## src/rtl/qsys_avm_arbiter_if.sv

```systemverilog
`timescale 1ns/1ps
// qsys_avm_arbiter_if
// Avalon-MM bus bundle used on every arbiter port.
//   master modport : drives command (address, writedata, byteenable, read,
//                    write, begintransfer), receives readdata,
//                    readdatavalid, waitrequest.
//   slave modport  : the mirror image of master.
interface qsys_avm_arbiter_if #(
  parameter int ADDR_W = 32,
  parameter int DATA_W = 32
) ();
  logic [ADDR_W-1:0]   address;
  logic [DATA_W-1:0]   writedata;
  logic [DATA_W/8-1:0] byteenable;
  logic                read;
  logic                write;
  logic                begintransfer;
  logic [DATA_W-1:0]   readdata;
  logic                readdatavalid;
  logic                waitrequest;

  modport master (
    output address, writedata, byteenable, read, write, begintransfer,
    input  readdata, readdatavalid, waitrequest
  );

  modport slave (
    input  address, writedata, byteenable, read, write, begintransfer,
    output readdata, readdatavalid, waitrequest
  );
endinterface

```

## src/rtl/qsys_avm_arbiter.sv

```systemverilog
`timescale 1ns/1ps
// qsys_avm_arbiter
// Shares one Avalon-MM master (M1) between two requesters: S0 (host bridge)
// and S1 (local DMA/sequencer). Round-robin on ties, one transfer in flight,
// winning command registered onto M1. Reads complete on readdatavalid or,
// after TIMEOUT cycles in RDWAIT, with a synthetic all-ones completion.
// Ports:
//   csi_MCLK_clk       clock
//   rsi_MRST_reset_n   asynchronous active-low reset
//   avs_S0, avs_S1     requester ports (slave side of the bus bundle)
//   avm_M1             shared master port
//   coe_ARB_TIMEOUT    one-cycle pulse when the read watchdog fires
//   coe_ARB_GRANT      index of the current or last grant
module qsys_avm_arbiter #(
  parameter int ADDR_W  = 32,
  parameter int DATA_W  = 32,
  parameter int TIMEOUT = 255
) (
  input  logic               csi_MCLK_clk,
  input  logic               rsi_MRST_reset_n,
  qsys_avm_arbiter_if.slave  avs_S0,
  qsys_avm_arbiter_if.slave  avs_S1,
  qsys_avm_arbiter_if.master avm_M1,
  output logic               coe_ARB_TIMEOUT,
  output logic               coe_ARB_GRANT
);

  localparam int BE_W = DATA_W / 8;
  // Watchdog is cleared on RDWAIT entry, so leaving at count TIMEOUT-1 puts
  // TOUT exactly TIMEOUT+1 cycles after command acceptance.
  localparam logic [15:0] WDOG_LAST = 16'(TIMEOUT - 1);

  typedef enum logic [1:0] {IDLE, CMD, RDWAIT, TOUT} state_t;

  state_t            state_q, state_d;
  logic              grant_q, last_q;
  logic [15:0]       wdog_q;
  logic [ADDR_W-1:0] addr_q;
  logic [DATA_W-1:0] wdata_q;
  logic [BE_W-1:0]   be_q;
  logic              read_q, write_q, begin_q;

  logic              req0, req1, any_req, winner;
  logic [ADDR_W-1:0] win_addr;
  logic [DATA_W-1:0] win_wdata;
  logic [BE_W-1:0]   win_be;
  logic              win_read, win_write;
  logic              unused_begintransfer;

  assign unused_begintransfer = avs_S0.begintransfer ^ avs_S1.begintransfer;

  // Winner selection: a lone requester wins; on a tie the port that did not
  // win last time goes. Read+write on one port is treated as a read.
  always_comb begin
    req0    = avs_S0.read | avs_S0.write;
    req1    = avs_S1.read | avs_S1.write;
    any_req = req0 | req1;
    winner  = 1'b0;
    if (req0 && req1) winner = ~last_q;
    else if (req1)    winner = 1'b1;
    win_addr  = winner ? avs_S1.address    : avs_S0.address;
    win_wdata = winner ? avs_S1.writedata  : avs_S0.writedata;
    win_be    = winner ? avs_S1.byteenable : avs_S0.byteenable;
    win_read  = winner ? avs_S1.read       : avs_S0.read;
    win_write = ~win_read & (winner ? avs_S1.write : avs_S0.write);
  end

  always_comb begin
    state_d = state_q;
    case (state_q)
      IDLE:    if (any_req) state_d = CMD;
      CMD:     if (!avm_M1.waitrequest) state_d = read_q ? RDWAIT : IDLE;
      RDWAIT: begin
        if (avm_M1.readdatavalid)    state_d = IDLE;
        else if (wdog_q == WDOG_LAST) state_d = TOUT;
      end
      TOUT:    state_d = IDLE;
      default: state_d = IDLE;
    endcase
  end

  always_ff @(posedge csi_MCLK_clk or negedge rsi_MRST_reset_n) begin
    if (!rsi_MRST_reset_n) begin
      state_q <= IDLE;
      grant_q <= 1'b0;
      last_q  <= 1'b1;
      wdog_q  <= '0;
      addr_q  <= '0;
      wdata_q <= '0;
      be_q    <= '0;
      read_q  <= 1'b0;
      write_q <= 1'b0;
      begin_q <= 1'b0;
    end else begin
      state_q <= state_d;
      begin_q <= 1'b0;
      wdog_q  <= (state_q == RDWAIT) ? wdog_q + 16'd1 : '0;
      if (state_q == IDLE && any_req) begin
        addr_q  <= win_addr;
        wdata_q <= win_wdata;
        be_q    <= win_be;
        read_q  <= win_read;
        write_q <= win_write;
        begin_q <= 1'b1;
        grant_q <= winner;
        last_q  <= winner;
      end
      if (state_q == CMD && !avm_M1.waitrequest) begin
        read_q  <= 1'b0;
        write_q <= 1'b0;
      end
    end
  end

  assign avm_M1.address       = addr_q;
  assign avm_M1.writedata     = wdata_q;
  assign avm_M1.byteenable    = be_q;
  assign avm_M1.read          = read_q;
  assign avm_M1.write         = write_q;
  assign avm_M1.begintransfer = begin_q;

  assign avs_S0.waitrequest = ~(state_q == CMD && !grant_q && !avm_M1.waitrequest);
  assign avs_S1.waitrequest = ~(state_q == CMD &&  grant_q && !avm_M1.waitrequest);

  assign avs_S0.readdata = (state_q == TOUT) ? '1 : avm_M1.readdata;
  assign avs_S1.readdata = (state_q == TOUT) ? '1 : avm_M1.readdata;

  // Late readdatavalid outside RDWAIT is dropped here.
  assign avs_S0.readdatavalid = !grant_q &&
    ((state_q == RDWAIT && avm_M1.readdatavalid) || state_q == TOUT);
  assign avs_S1.readdatavalid =  grant_q &&
    ((state_q == RDWAIT && avm_M1.readdatavalid) || state_q == TOUT);

  assign coe_ARB_TIMEOUT = (state_q == TOUT);
  assign coe_ARB_GRANT   = grant_q;

endmodule
```

## src/flat_wrapper.sv

```systemverilog
// flat-port wrapper written by rule: the top's interface ports become plain ports
module qsys_avm_arbiter_flat 
#(
  parameter int ADDR_W  = 32,
  parameter int DATA_W  = 32,
  parameter int TIMEOUT = 255
)
  (csi_MCLK_clk, rsi_MRST_reset_n, coe_ARB_TIMEOUT, coe_ARB_GRANT, avs_S0_address, avs_S0_writedata, avs_S0_byteenable, avs_S0_read, avs_S0_write, avs_S0_begintransfer, avs_S0_readdata, avs_S0_readdatavalid, avs_S0_waitrequest, avs_S1_address, avs_S1_writedata, avs_S1_byteenable, avs_S1_read, avs_S1_write, avs_S1_begintransfer, avs_S1_readdata, avs_S1_readdatavalid, avs_S1_waitrequest, avm_M1_address, avm_M1_writedata, avm_M1_byteenable, avm_M1_read, avm_M1_write, avm_M1_begintransfer, avm_M1_readdata, avm_M1_readdatavalid, avm_M1_waitrequest);
  qsys_avm_arbiter_if #(.ADDR_W(ADDR_W), .DATA_W(DATA_W)) avs_S0_i ();
  qsys_avm_arbiter_if #(.ADDR_W(ADDR_W), .DATA_W(DATA_W)) avs_S1_i ();
  qsys_avm_arbiter_if #(.ADDR_W(ADDR_W), .DATA_W(DATA_W)) avm_M1_i ();
  input  logic csi_MCLK_clk;
  input  logic rsi_MRST_reset_n;
  output logic coe_ARB_TIMEOUT;
  output logic coe_ARB_GRANT;
  input wire logic [$bits(avs_S0_i.address)-1:0] avs_S0_address;
  input wire logic [$bits(avs_S0_i.writedata)-1:0] avs_S0_writedata;
  input wire logic [$bits(avs_S0_i.byteenable)-1:0] avs_S0_byteenable;
  input wire logic [$bits(avs_S0_i.read)-1:0] avs_S0_read;
  input wire logic [$bits(avs_S0_i.write)-1:0] avs_S0_write;
  input wire logic [$bits(avs_S0_i.begintransfer)-1:0] avs_S0_begintransfer;
  output wire logic [$bits(avs_S0_i.readdata)-1:0] avs_S0_readdata;
  output wire logic [$bits(avs_S0_i.readdatavalid)-1:0] avs_S0_readdatavalid;
  output wire logic [$bits(avs_S0_i.waitrequest)-1:0] avs_S0_waitrequest;
  input wire logic [$bits(avs_S1_i.address)-1:0] avs_S1_address;
  input wire logic [$bits(avs_S1_i.writedata)-1:0] avs_S1_writedata;
  input wire logic [$bits(avs_S1_i.byteenable)-1:0] avs_S1_byteenable;
  input wire logic [$bits(avs_S1_i.read)-1:0] avs_S1_read;
  input wire logic [$bits(avs_S1_i.write)-1:0] avs_S1_write;
  input wire logic [$bits(avs_S1_i.begintransfer)-1:0] avs_S1_begintransfer;
  output wire logic [$bits(avs_S1_i.readdata)-1:0] avs_S1_readdata;
  output wire logic [$bits(avs_S1_i.readdatavalid)-1:0] avs_S1_readdatavalid;
  output wire logic [$bits(avs_S1_i.waitrequest)-1:0] avs_S1_waitrequest;
  output wire logic [$bits(avm_M1_i.address)-1:0] avm_M1_address;
  output wire logic [$bits(avm_M1_i.writedata)-1:0] avm_M1_writedata;
  output wire logic [$bits(avm_M1_i.byteenable)-1:0] avm_M1_byteenable;
  output wire logic [$bits(avm_M1_i.read)-1:0] avm_M1_read;
  output wire logic [$bits(avm_M1_i.write)-1:0] avm_M1_write;
  output wire logic [$bits(avm_M1_i.begintransfer)-1:0] avm_M1_begintransfer;
  input wire logic [$bits(avm_M1_i.readdata)-1:0] avm_M1_readdata;
  input wire logic [$bits(avm_M1_i.readdatavalid)-1:0] avm_M1_readdatavalid;
  input wire logic [$bits(avm_M1_i.waitrequest)-1:0] avm_M1_waitrequest;
  assign avs_S0_i.address = avs_S0_address;
  assign avs_S0_i.writedata = avs_S0_writedata;
  assign avs_S0_i.byteenable = avs_S0_byteenable;
  assign avs_S0_i.read = avs_S0_read;
  assign avs_S0_i.write = avs_S0_write;
  assign avs_S0_i.begintransfer = avs_S0_begintransfer;
  assign avs_S0_readdata = avs_S0_i.readdata;
  assign avs_S0_readdatavalid = avs_S0_i.readdatavalid;
  assign avs_S0_waitrequest = avs_S0_i.waitrequest;
  assign avs_S1_i.address = avs_S1_address;
  assign avs_S1_i.writedata = avs_S1_writedata;
  assign avs_S1_i.byteenable = avs_S1_byteenable;
  assign avs_S1_i.read = avs_S1_read;
  assign avs_S1_i.write = avs_S1_write;
  assign avs_S1_i.begintransfer = avs_S1_begintransfer;
  assign avs_S1_readdata = avs_S1_i.readdata;
  assign avs_S1_readdatavalid = avs_S1_i.readdatavalid;
  assign avs_S1_waitrequest = avs_S1_i.waitrequest;
  assign avm_M1_address = avm_M1_i.address;
  assign avm_M1_writedata = avm_M1_i.writedata;
  assign avm_M1_byteenable = avm_M1_i.byteenable;
  assign avm_M1_read = avm_M1_i.read;
  assign avm_M1_write = avm_M1_i.write;
  assign avm_M1_begintransfer = avm_M1_i.begintransfer;
  assign avm_M1_i.readdata = avm_M1_readdata;
  assign avm_M1_i.readdatavalid = avm_M1_readdatavalid;
  assign avm_M1_i.waitrequest = avm_M1_waitrequest;
  qsys_avm_arbiter #(.ADDR_W(ADDR_W), .DATA_W(DATA_W), .TIMEOUT(TIMEOUT)) u_core (.csi_MCLK_clk(csi_MCLK_clk), .rsi_MRST_reset_n(rsi_MRST_reset_n), .avs_S0(avs_S0_i), .avs_S1(avs_S1_i), .avm_M1(avm_M1_i), .coe_ARB_TIMEOUT(coe_ARB_TIMEOUT), .coe_ARB_GRANT(coe_ARB_GRANT));
endmodule
```

## config.mk

```make
export PLATFORM = sky130hd
export DESIGN_NAME = qsys_avm_arbiter_flat
export DESIGN_NICKNAME = d
export VERILOG_FILES = /design/src/rtl/qsys_avm_arbiter_if.sv /design/src/rtl/qsys_avm_arbiter.sv /design/src/flat_wrapper.sv
export SDC_FILE = /design/constraint.sdc
export NUM_CORES = 1
export LEC_CHECK = 0
export CAP_MARGIN = 10
export CELL_PAD_IN_SITES_DETAIL_PLACEMENT = 1
export CELL_PAD_IN_SITES_GLOBAL_PLACEMENT = 1
export CORE_ASPECT_RATIO = 0.75
export CORE_MARGIN = 2
export CORE_UTILIZATION = 25
export DETAILED_ROUTE_END_ITERATION = 8
export PLACE_DENSITY = 0.8
export SLEW_MARGIN = 0
export SYNTH_ARGS = -nofsm -noshare
export SYNTH_HDL_FRONTEND = slang
export SYNTH_SLANG_ARGS = --single-unit
```

## constraint.sdc

```tcl
create_clock -name csi_MCLK_clk -period 1.68 [get_ports csi_MCLK_clk]
set_input_delay 0.336 -clock csi_MCLK_clk [delete_from_list [all_inputs] [get_ports csi_MCLK_clk]]
set_output_delay 0.336 -clock csi_MCLK_clk [all_outputs]
set_load 0.005 [all_outputs]
```

; After elaboration in Yosys (flattened, before gate mapping)
; Index checks and enable logic that the tools add are counted.
[classes]
addsub = 1
eq_ne = 7
muxes = 20
bitwise_logic = 8
reduce_logical = 16
[ops]
columns = cell, n
row1 = $mux 32, 3
row2 = $add 16x1->16 const B, 1
row3 = $eq 16x8->1 const B, 1
row4 = $mux 16, 1
row5 = $logic_and 1x1->1, 10
row6 = $mux 2, 5
row7 = $mux 1, 9
row8 = $pmux 2 s4, 1
row9 = $eq 2x2->1 const B, 2
row10 = $mux 4, 1
row11 = $not 1->1, 4
row12 = $ne 3x2->1 const B, 1
row13 = $or 1x1->1, 3
row14 = $reduce_and 3->1, 1
row15 = $eq 2x1->1 const B, 1
row16 = $logic_not 1->1, 2
row17 = $logic_not 2->1, 1
row18 = $ne 2x1->1 const B, 1
row19 = $ne 2x2->1 const B, 1
row20 = $reduce_bool 2->1, 1
row21 = $and 1x1->1, 1
row22 = $logic_or 1x1->1, 1
[word_totals]
reg_bits = 91
input_bits = 178
word_cells = 62

; Logic depth before layout (Yosys ltp)
; Gate-level depths: netlist of run 1.
[logic_depth]
ltp_word = 8
ltp_mapped = 7

; Least setup slack after synthesis of run 1
; Ideal clock, no wire load.
[synth_path]
path_type = reg-to-output
start = register u_core.state_q[1]
end = output port avs_S1_readdata[10]
arrival_time_ps = 1101
required_ps = 1344
slack_ps = 243
path_stages_with_launch = 5
n_path_buf = 2
path_cell_list = dfrtp_1 > nand2_1 > clkbuf_1 > nand2b_1 > buf_4
[synth_via]
elab_chain_len = 2
[synth_lines]
columns = element, line_no
row1 = start: declaration, qsys_avm_arbiter.sv:35  ; state_t state_q, state_d;
row2 = start signal: assignment, qsys_avm_arbiter.sv:95  ; state_q <= state_d;
row3 = $eq 2x2->1, --
row4 = $mux 32, --
row5 = end: declaration, flat_wrapper.sv:31  ; output wire logic [$bits(avs_S1_i.readdata)-1:0] avs_S1_readdata;
; No other way between the ends.

; Final worst setup path of run 1
[layout_path]
start = register u_core.state_q[1]
end = output port avs_S1_readdata[7]
[layout_via]
elab_chain_len = 2
[layout_lines]
columns = element, line_no
row1 = $eq 2x2->1, qsys_avm_arbiter.sv:126  ; assign avs_S1.readdata = (state_q == TOUT) ? '1 : avm_M1.readdata;
row2 = $mux 32, qsys_avm_arbiter.sv:126
; No other way between the ends.

==> results.md, run 1 <==
- The run finished, with violations left.
- The final reports fail on setup timing.
- The portion of the post-synthesis area used by sequential elements is 0.476.
- The synthesized area divided by synthesized cell count is 8.55 µm².
- The path type of the worst min-delay path is primary input to async pin.
- The clock passes through at most 2 buffers.
- The placeable core region is 0.0186 mm².
- For the worst setup path, the data required time is 1340 ps.
- At the end of routability-driven placement, the weighted congestion stood at 0.759.
- The synthesized netlist contains 34 unique library cells.
- The HPWL after detailed placement is 15500 µm.
- The number of max-slew violations in the final report is 0.
- The overall routing resource usage is 0.208.
- STA classifies the critical path endpoint as a primary output.
- The iteration-0 DRC count of the detailed router is 194.
- On the final layout, the worst clock skew is 9.49 ps.
- The commonest non-fill, non-tap cell in the layout is sky130_fd_sc_hd__clkdlybuf4s50_1.
- In this run the core area contains 43 standard-cell rows.
- The worst setup path is launched from a flip-flop.
- The standby leakage power is 4.13 nW.
- The TritonCTS clock tree is yes.
- Buffers placed on the I/O ports in this run total 316.
- The number of instances in the synthesized netlist is 559.
- The routed layout has 5357 vias.
- Entering global routing, the biggest net connects 46 pins.
- The number of clock sinks is 91.
- The area of all placed cells without fillers is 0.00965 mm².
- The fraction of layout instances using a drive strength above 1 is 0.298.
- At the pin with the least slew margin, the transition time is 375 ps.
- The cell sitting at the root of the clock tree is a sky130_fd_sc_hd__clkbuf_16.
- The reg-to-reg setup timing slack is -20 ps.
- After clock tree synthesis, the clock-pin slew on the worst setup and hold paths is 70 ps.
- The count of endpoints failing hold in the final timing report is 0.
- The flip-flop and latch count after synthesis is 91.
- Summing internal, switching and leakage power gives 15.3 mW.
- Along the worst path, the maximum fanout reaches 8.
- Power spread over the standard cell area amounts to 1590 mW/mm².
- The number of cells on the worst reg-to-reg path is 10.
- The first-pass GRT wire length is 32000 µm.
- Summed over all layers, the routed wires come to 23900 µm.
- The placed cell area is 0.00822 mm².
- The count of nets left with antenna violations once routing finished came out at 0.
- The routed design could run at a clock period as short as 1750 ps.
- The critical path class is flip-flop to primary output.
- The max-cap check violation count is 0.
- Counting every net in the synthesized netlist gives 739.
- The die width is 164 µm.
- Dividing the final minimum period by the clock period gives 1.04.
- The worst flop-to-flop path endpoint is u_core.avm_M1.writedata[11].
- The number of buffers added by the clock tree synthesis step is 9.
- For this run, the number of Yosys warnings is 0.
- The area added between synthesis and finish is 102%.
- The area of the die is 0.0203 mm².
- Tracing the worst setup path back leads to its startpoint at u_core.state_q[1].
- The H-tree was split into 3 levels.
- The final layout net count is 1072.
- The sum of overflow across all layers after global routing is 0.
- The number of global-route vias before repair is 5611.
- The first-pass iteration count of the detailed router is 4.
- In this run, placement finished with an instance count of 1098.
- IR analysis of the VDD net gives a maximum drop of 0.707 mV.
- Setup repair after global routing could not meet its margin everywhere.
- The DRC violation count after routing is 0.
- The reg-to-reg critical path startpoint is u_core.state_q[1].
- The initial antenna violation count is 0.
- The worst setup slack after layout is -70.0 ps.
- The combined area of all synthesized cells is 0.00478 mm².
- The clock insertion delay at the later pin of the skew report is 350 ps.
- After the flow finishes, the layout carries non-filler instances totaling 1144.
- For the worst setup path, the data arrival time is 1410 ps.
- Setup violations remaining at the end of the flow were counted as 60.
- The worst pin sits at a relative slew slack of 0.746.
- Dividing the detail-routed wire length by the instance count gives 20.9 µm.
- The top achievable clock speed is 571 MHz.
- Pin placement for this block handled 319 I/O pins.
- The initial utilization of the core area, before any placement, comes to 0.257.
- 0 antenna diodes ended up in the layout.
- Leaving out fill and tap cells, the most frequent cells in the layout are 245 x sky130_fd_sc_hd__clkdlybuf4s50_1, 90 x sky130_fd_sc_hd__dfrtp_1, 85 x sky130_fd_sc_hd__nor2_1.
- The floorplan die height is 124 µm.
- After detailed routing, the number of vias per cell comes to 4.68.
worst max path at each step:
stage                           to  slack [ps]  depth (start not counted)
5_1_grt         avs_S1_readdata[7]        -140                          5
6_report        avs_S1_readdata[7]         -70                          5
3_5_place_dp    avs_S1_waitrequest        -310                          4
3_3_place_gp    avs_S0_waitrequest        -290                          4
4_1_cts        avs_S0_readdata[10]        -120                          6
2_1_floorplan  avs_S1_readdata[10]         240                          4
Yosys cell counts:
library cell	count	area share
sky130_fd_sc_hd__inv_1	8	0.0063
sky130_fd_sc_hd__o21ai_0	6	0.0063
sky130_fd_sc_hd__a31oi_1	2	0.0026
sky130_fd_sc_hd__nor4_1	1	0.0013
sky130_fd_sc_hd__buf_2	7	0.0073
sky130_fd_sc_hd__a21o_1	2	0.0031
sky130_fd_sc_hd__nor4b_1	1	0.0018
sky130_fd_sc_hd__nor3b_1	1	0.0016
sky130_fd_sc_hd__clkbuf_1	10	0.0079
sky130_fd_sc_hd__o21a_1	1	0.0016
sky130_fd_sc_hd__or3_1	3	0.0039
sky130_fd_sc_hd__nor3_1	6	0.0063
sky130_fd_sc_hd__buf_6	17	0.040
sky130_fd_sc_hd__nor3b_2	1	0.0026
sky130_fd_sc_hd__xor2_1	1	0.0018
sky130_fd_sc_hd__inv_4	1	0.0013
sky130_fd_sc_hd__nand4_4	1	0.0044
sky130_fd_sc_hd__nand2_1	78	0.061
sky130_fd_sc_hd__dfstp_2	1	0.0055
sky130_fd_sc_hd__ha_1	2	0.0052
sky130_fd_sc_hd__a21oi_1	140	0.15
sky130_fd_sc_hd__nor4_2	3	0.0079
sky130_fd_sc_hd__nor2_1	86	0.068
sky130_fd_sc_hd__o21ai_2	2	0.0037
sky130_fd_sc_hd__nand3b_1	1	0.0016
sky130_fd_sc_hd__nand4_1	1	0.0013
sky130_fd_sc_hd__xnor2_1	10	0.018
sky130_fd_sc_hd__nand4_2	2	0.0052
sky130_fd_sc_hd__o21ai_1	1	0.0010
sky130_fd_sc_hd__nand3_1	4	0.0042
sky130_fd_sc_hd__dfrtp_1	90	0.47
sky130_fd_sc_hd__nand3_2	1	0.0021
sky130_fd_sc_hd__nand2b_1	35	0.046
sky130_fd_sc_hd__buf_4	33	0.052
sequential cells by signal (all words and copies together), names as in the netlist:
register,cells
u_core.coe_ARB_GRANT,1
u_core.avm_M1.read,1
u_core.wdog_q,16
u_core.last_q,1
u_core.state_q,2
u_core.avm_M1.write,1
u_core.avm_M1.begintransfer,1
u_core.avm_M1.address,32
u_core.avm_M1.writedata,32
u_core.avm_M1.byteenable,4
where the power goes:
part           total [mW]  switching (mW)  internal, mW
Sequential           3.71           0.562          3.15
Combinational        9.49            4.28          5.21
Clock                2.15           0.940          1.21
stage by stage:
step,setup slack (ps),hold WS (ps),util,TNS [ps]
finish,-70.0,384,0.519,-2440
global route,-140,394,0.519,-9840
CTS,-122,380,0.480,-3460
detailed placement,-309,219,0.442,-27410
global placement,-287,224,0.442,-21610
floorplan,243,40.4,-,0
layout make-up:
cell class / count / area [µm²]
Clock inverter: 5 / 61.3
Fill cell: 2061 / 8960
Timing Repair Buffer: 388 / 4220
Tap cell: 247 / 309
Multi-Input combinational cell: 392 / 2470
Inverter: 9 / 60.1
Sequential cell: 91 / 2280
Clock buffer: 11 / 243
Timing Repair inverter: 1 / 11.3
kinds of logic after synthesis:
kind of cell | count (synthesis) | share of synthesized area
adders and majority gates | 2 | 0.00523
buffers and inverters | 76 | 0.115
DFF | 91 | 0.476
AOI/OAI and AO/OA | 154 | 0.165
xor gates and xnor gates | 11 | 0.0201
and+or+nand+nor | 225 | 0.219
metal layers:
metal  track usage  up-vias  routed length (µm)
li1              -     2494                   -
met1         0.226     2610                9050
met2         0.373      224               12200
met3        0.0793       29                2110
met4        0.0724        0                 482
met5             0        -                   0
critical path: stages (launching register included):
cell	delay, ps
sky130_fd_sc_hd__dfrtp_1	420
sky130_fd_sc_hd__nand2_4	140
sky130_fd_sc_hd__buf_6	150
sky130_fd_sc_hd__buf_16	160
sky130_fd_sc_hd__nand2b_4	80
sky130_fd_sc_hd__buf_6	120
timing repair:
| action | 4_1_cts | 5_1_grt |
|---|---|---|
| setup buffers | 11 | 4 |
| hold endpoints to repair | 12 | 0 |
| pin swaps | 3 | 1 |
| hold buffers | 1 | 0 |
| endpoints found under the setup margin | 70 | 108 |
| resized for setup | 378 | 102 |
| gates cloned | 3 | 12 |
Power figures use the tool's default switching activity.
==> run 2: changes to the inputs <==
Settings changed: CTS_CLUSTER_DIAMETER set to 100, TNS_END_PERCENT set to 5.
==> run 2 against run 1 <==
Net effect:
- final area down 7.8%
- sequential share of layout area up 2.0 points
- the run still ends with setup timing left
- die area unchanged
- combinational power down 19%
- count of clock-buffer cells in the layout unchanged
- routed wire length down 12%
- worst setup slack worse by 1.7 ps
- sequential power about the same
==> results.md, run 2 (same netlist as run 1, synthesis figures left out) <==
- The run finished, with violations left.
- The checks that failed: setup timing.
- The iteration-0 DRC count of the detailed router is 150 (-23%).
- The top achievable clock speed is 571 MHz (about the same).
- The count of endpoints failing hold in the final timing report is 0 (unchanged).
- The sum of overflow across all layers after global routing is 0 (unchanged).
- The share of the cycle needed by the critical path after routing is 1.04 (about the same).
- The diode insertion count for antenna repair is 0 (unchanged).
- The number of buffers added by the clock tree synthesis step is 9 (unchanged).
- The first-pass GRT wire length is 31300 µm (-2.0%).
- The initial antenna violation count came to 0 (unchanged).
- The placeable core region is 0.0186 mm² (unchanged).
- The DRC violation count after routing came to 0 (unchanged).
- The area growth from synthesis to layout is 86.2%.
- The top fanout value on the critical path is 8 (unchanged).
- The ratio of total power to cell area is 1520 mW/mm² (-4.3%).
- The number of max-slew violations in the final report came to 0 (unchanged).
- The number of global-route vias before repair is 5636 (+0.45%).
- The total power is 13.5 mW (-12%).
- The count of H-tree levels built during CTS was 3 (unchanged).
- The count of boundary I/O pins came to 319 (unchanged).
- The clock edge transition at the registers on the reported setup and hold paths came to 70 ps (about the same).
- The reg-to-reg setup timing slack is 0 ps (+20 ps).
- The cell row count is 43 (unchanged).
- The setup violation total in the final timing report is 51 (-15%).
- The critical path class is flip-flop to primary output.
- The largest net degree at the start of global routing is 46 (unchanged).
- The die width is 164 µm (unchanged).
- The final instance count without filler cells is 1127 (-1.5%).
- The average wire per standard cell came to 18.7 µm (-10%).
- The tightest slew margin relative to the limit was 0.743 (-0.00360).
- The post-layout minimum cycle time is 1750 ps (+1.71 ps).
- The worst supply voltage drop on vdd is 0.609 mV (-14%).
- The final layout net count is 1055 (-1.6%).
- The number of nets with antenna violations after routing is 0 (unchanged).
- The last weighted congestion value of the routability-driven placer came to 0.759 (unchanged).
- In the layout the commonest cells are 245 x sky130_fd_sc_hd__clkdlybuf4s50_1, 121 x sky130_fd_sc_hd__a21oi_1, 90 x sky130_fd_sc_hd__dfrtp_1.
- The maximum root-to-sink buffer count is 2 (unchanged).
- The number of cells on the worst reg-to-reg path is 9 (-1).
- The area of the die was 0.0203 mm² (unchanged).
- TritonCTS built the clock tree.
- The max-cap check violation count is 0 (unchanged).
- The total routed wirelength came to 21100 µm (-12%).
- The number of clock sinks is 91 (unchanged).
- The fraction of layout instances using a drive strength above 1 was 0.228 (-0.0692).
- The arrival time of the worst setup path came to 1420 ps (about the same).
- The instance count after placement with tap cells included is 1098 (unchanged).
- The floorplan die height came to 124 µm (unchanged).
- The worst clock skew on the final layout is 8.60 ps (-0.888 ps).
- The kind of start point of the critical path is a flip-flop.
- Leaving out fill and tap cells, the most frequent cell in the layout is sky130_fd_sc_hd__clkdlybuf4s50_1.
- The slew at the pin closest to its max-slew limit was 381 ps (+5.32 ps).
- The worst flop-to-flop path endpoint is u_core.avm_M1.writedata[11].
- The overall via count from detail_route is 5159 (-3.7%).
- The standby leakage power was 3.85 nW (-6.8%).
- The library cell used as clock root buffer is sky130_fd_sc_hd__clkbuf_16.
- STA classifies the critical path endpoint as a primary output.
- The overall routing resource usage is 0.203 (-0.00467).
- The critical path required time came to 1340 ps (about the same).
- The min-delay analysis places its worst path in the category primary input to async pin.
- The worst setup slack after layout is -71.7 ps (-1.71 ps).
- The worst-case setup slack after placement is -309 ps (unchanged).
- The HPWL reported at the end of detailed placement was 15500 µm (unchanged).
- The count of input and output buffers is 316 (unchanged).
- The first-pass iteration count of the detailed router was 4 (unchanged).
- The startpoint identified for the worst register-to-register timing path is u_core.state_q[1].
- The number of inserted filler cells in the final layout is 2128 (+3.3%).
- The via-per-instance ratio is 4.58 (-2.2%).
- The clock insertion delay at the later pin of the skew report is 350 ps (about the same).
- The initial standard-cell utilization of the core is 0.257 (unchanged).
- Setup repair after global routing could not meet its margin everywhere.
==> run 2: changes by cell type in the layout (fill, tap and decap cells not counted), moves of 2 or more <==
cell	change
sky130_fd_sc_hd__a21oi_2	-38
sky130_fd_sc_hd__nand2b_4	-6
sky130_fd_sc_hd__buf_2	+17
sky130_fd_sc_hd__buf_12	-2
sky130_fd_sc_hd__nand2b_1	+6
sky130_fd_sc_hd__clkbuf_2	+11
sky130_fd_sc_hd__clkbuf_16	-8
sky130_fd_sc_hd__clkdlybuf4s15_1	+3
sky130_fd_sc_hd__buf_4	+2
sky130_fd_sc_hd__a21oi_1	+38
sky130_fd_sc_hd__buf_8	-4
sky130_fd_sc_hd__buf_6	-34
==> run 2: worst max-delay path by stage <==
stage	from	endpoint	slack, ps	cells past startpoint
after floorplan	u_core.state_q[1]	avs_S1_readdata[10]	240	4
after global placement	avm_M1_waitrequest	avs_S0_waitrequest	-290	4
after detailed placement	avm_M1_waitrequest	avs_S1_waitrequest	-310	4
after CTS	u_core.state_q[0]	avs_S0_readdata[10]	-120	6
after global routing	u_core.state_q[1]	avs_S0_readdata[9]	-150	5
final	u_core.state_q[1]	avs_S0_readdata[9]	-70	5
==> run 2: cell type report <==
type                    instances  area [µm²]  share of cell area
repair buffers                372        3690               0.415
clock inverters                 5        61.3             0.00689
inverters                       9        46.3             0.00520
flip-flops and latches         91        2280               0.256
multi-input cells             392        2270               0.255
clock buffers                  11         243              0.0273
well taps                     247         309              0.0347
==> run 2: power breakdown <==
group	internal [mW]	switching, mW
clock network	1.20	0.922
logic	4.15	3.56
registers	3.15	0.551
==> run 2: through the flow <==
step	util	setup TNS [ps]	hold slack, ps	area [µm²]
4_1_cts	0.472	-4230	380	8790
6_report	0.478	-1560	385	8900
2_1_floorplan	-	0	40.4	4780
3_3_place_gp	0.442	-21610	224	8220
3_5_place_dp	0.442	-27410	219	8220
5_1_grt	0.478	-6340	394	8900
==> run 2: what timing repair did <==
action / in CTS / in global routing
pin swaps: 3 / 2
cloned: 3 / 0
endpoints found under the hold margin: 12 / 0
hold buffers: 1 / 0
endpoints found under the setup margin: 70 / 110
resized for setup: 310 / 54
buffers inserted: 9 / 1
==> run 2: per-layer routing <==
layer | global-route usage | up-vias | part of all wire
li1 | - | 2455 | -
met1 | 0.217 | 2475 | 0.37
met2 | 0.370 | 211 | 0.52
met3 | 0.0783 | 18 | 0.096
met4 | 0.0674 | 0 | 0.017
met5 | 0 | - | 0
==> run 2: worst max-delay path, cell delays in order (launching register included) <==
cell and delay [ps]:
sky130_fd_sc_hd__dfrtp_1 420, sky130_fd_sc_hd__nand2_4 130, sky130_fd_sc_hd__buf_6 140, sky130_fd_sc_hd__buf_16 140, sky130_fd_sc_hd__nand2b_1 90, sky130_fd_sc_hd__buf_2 160
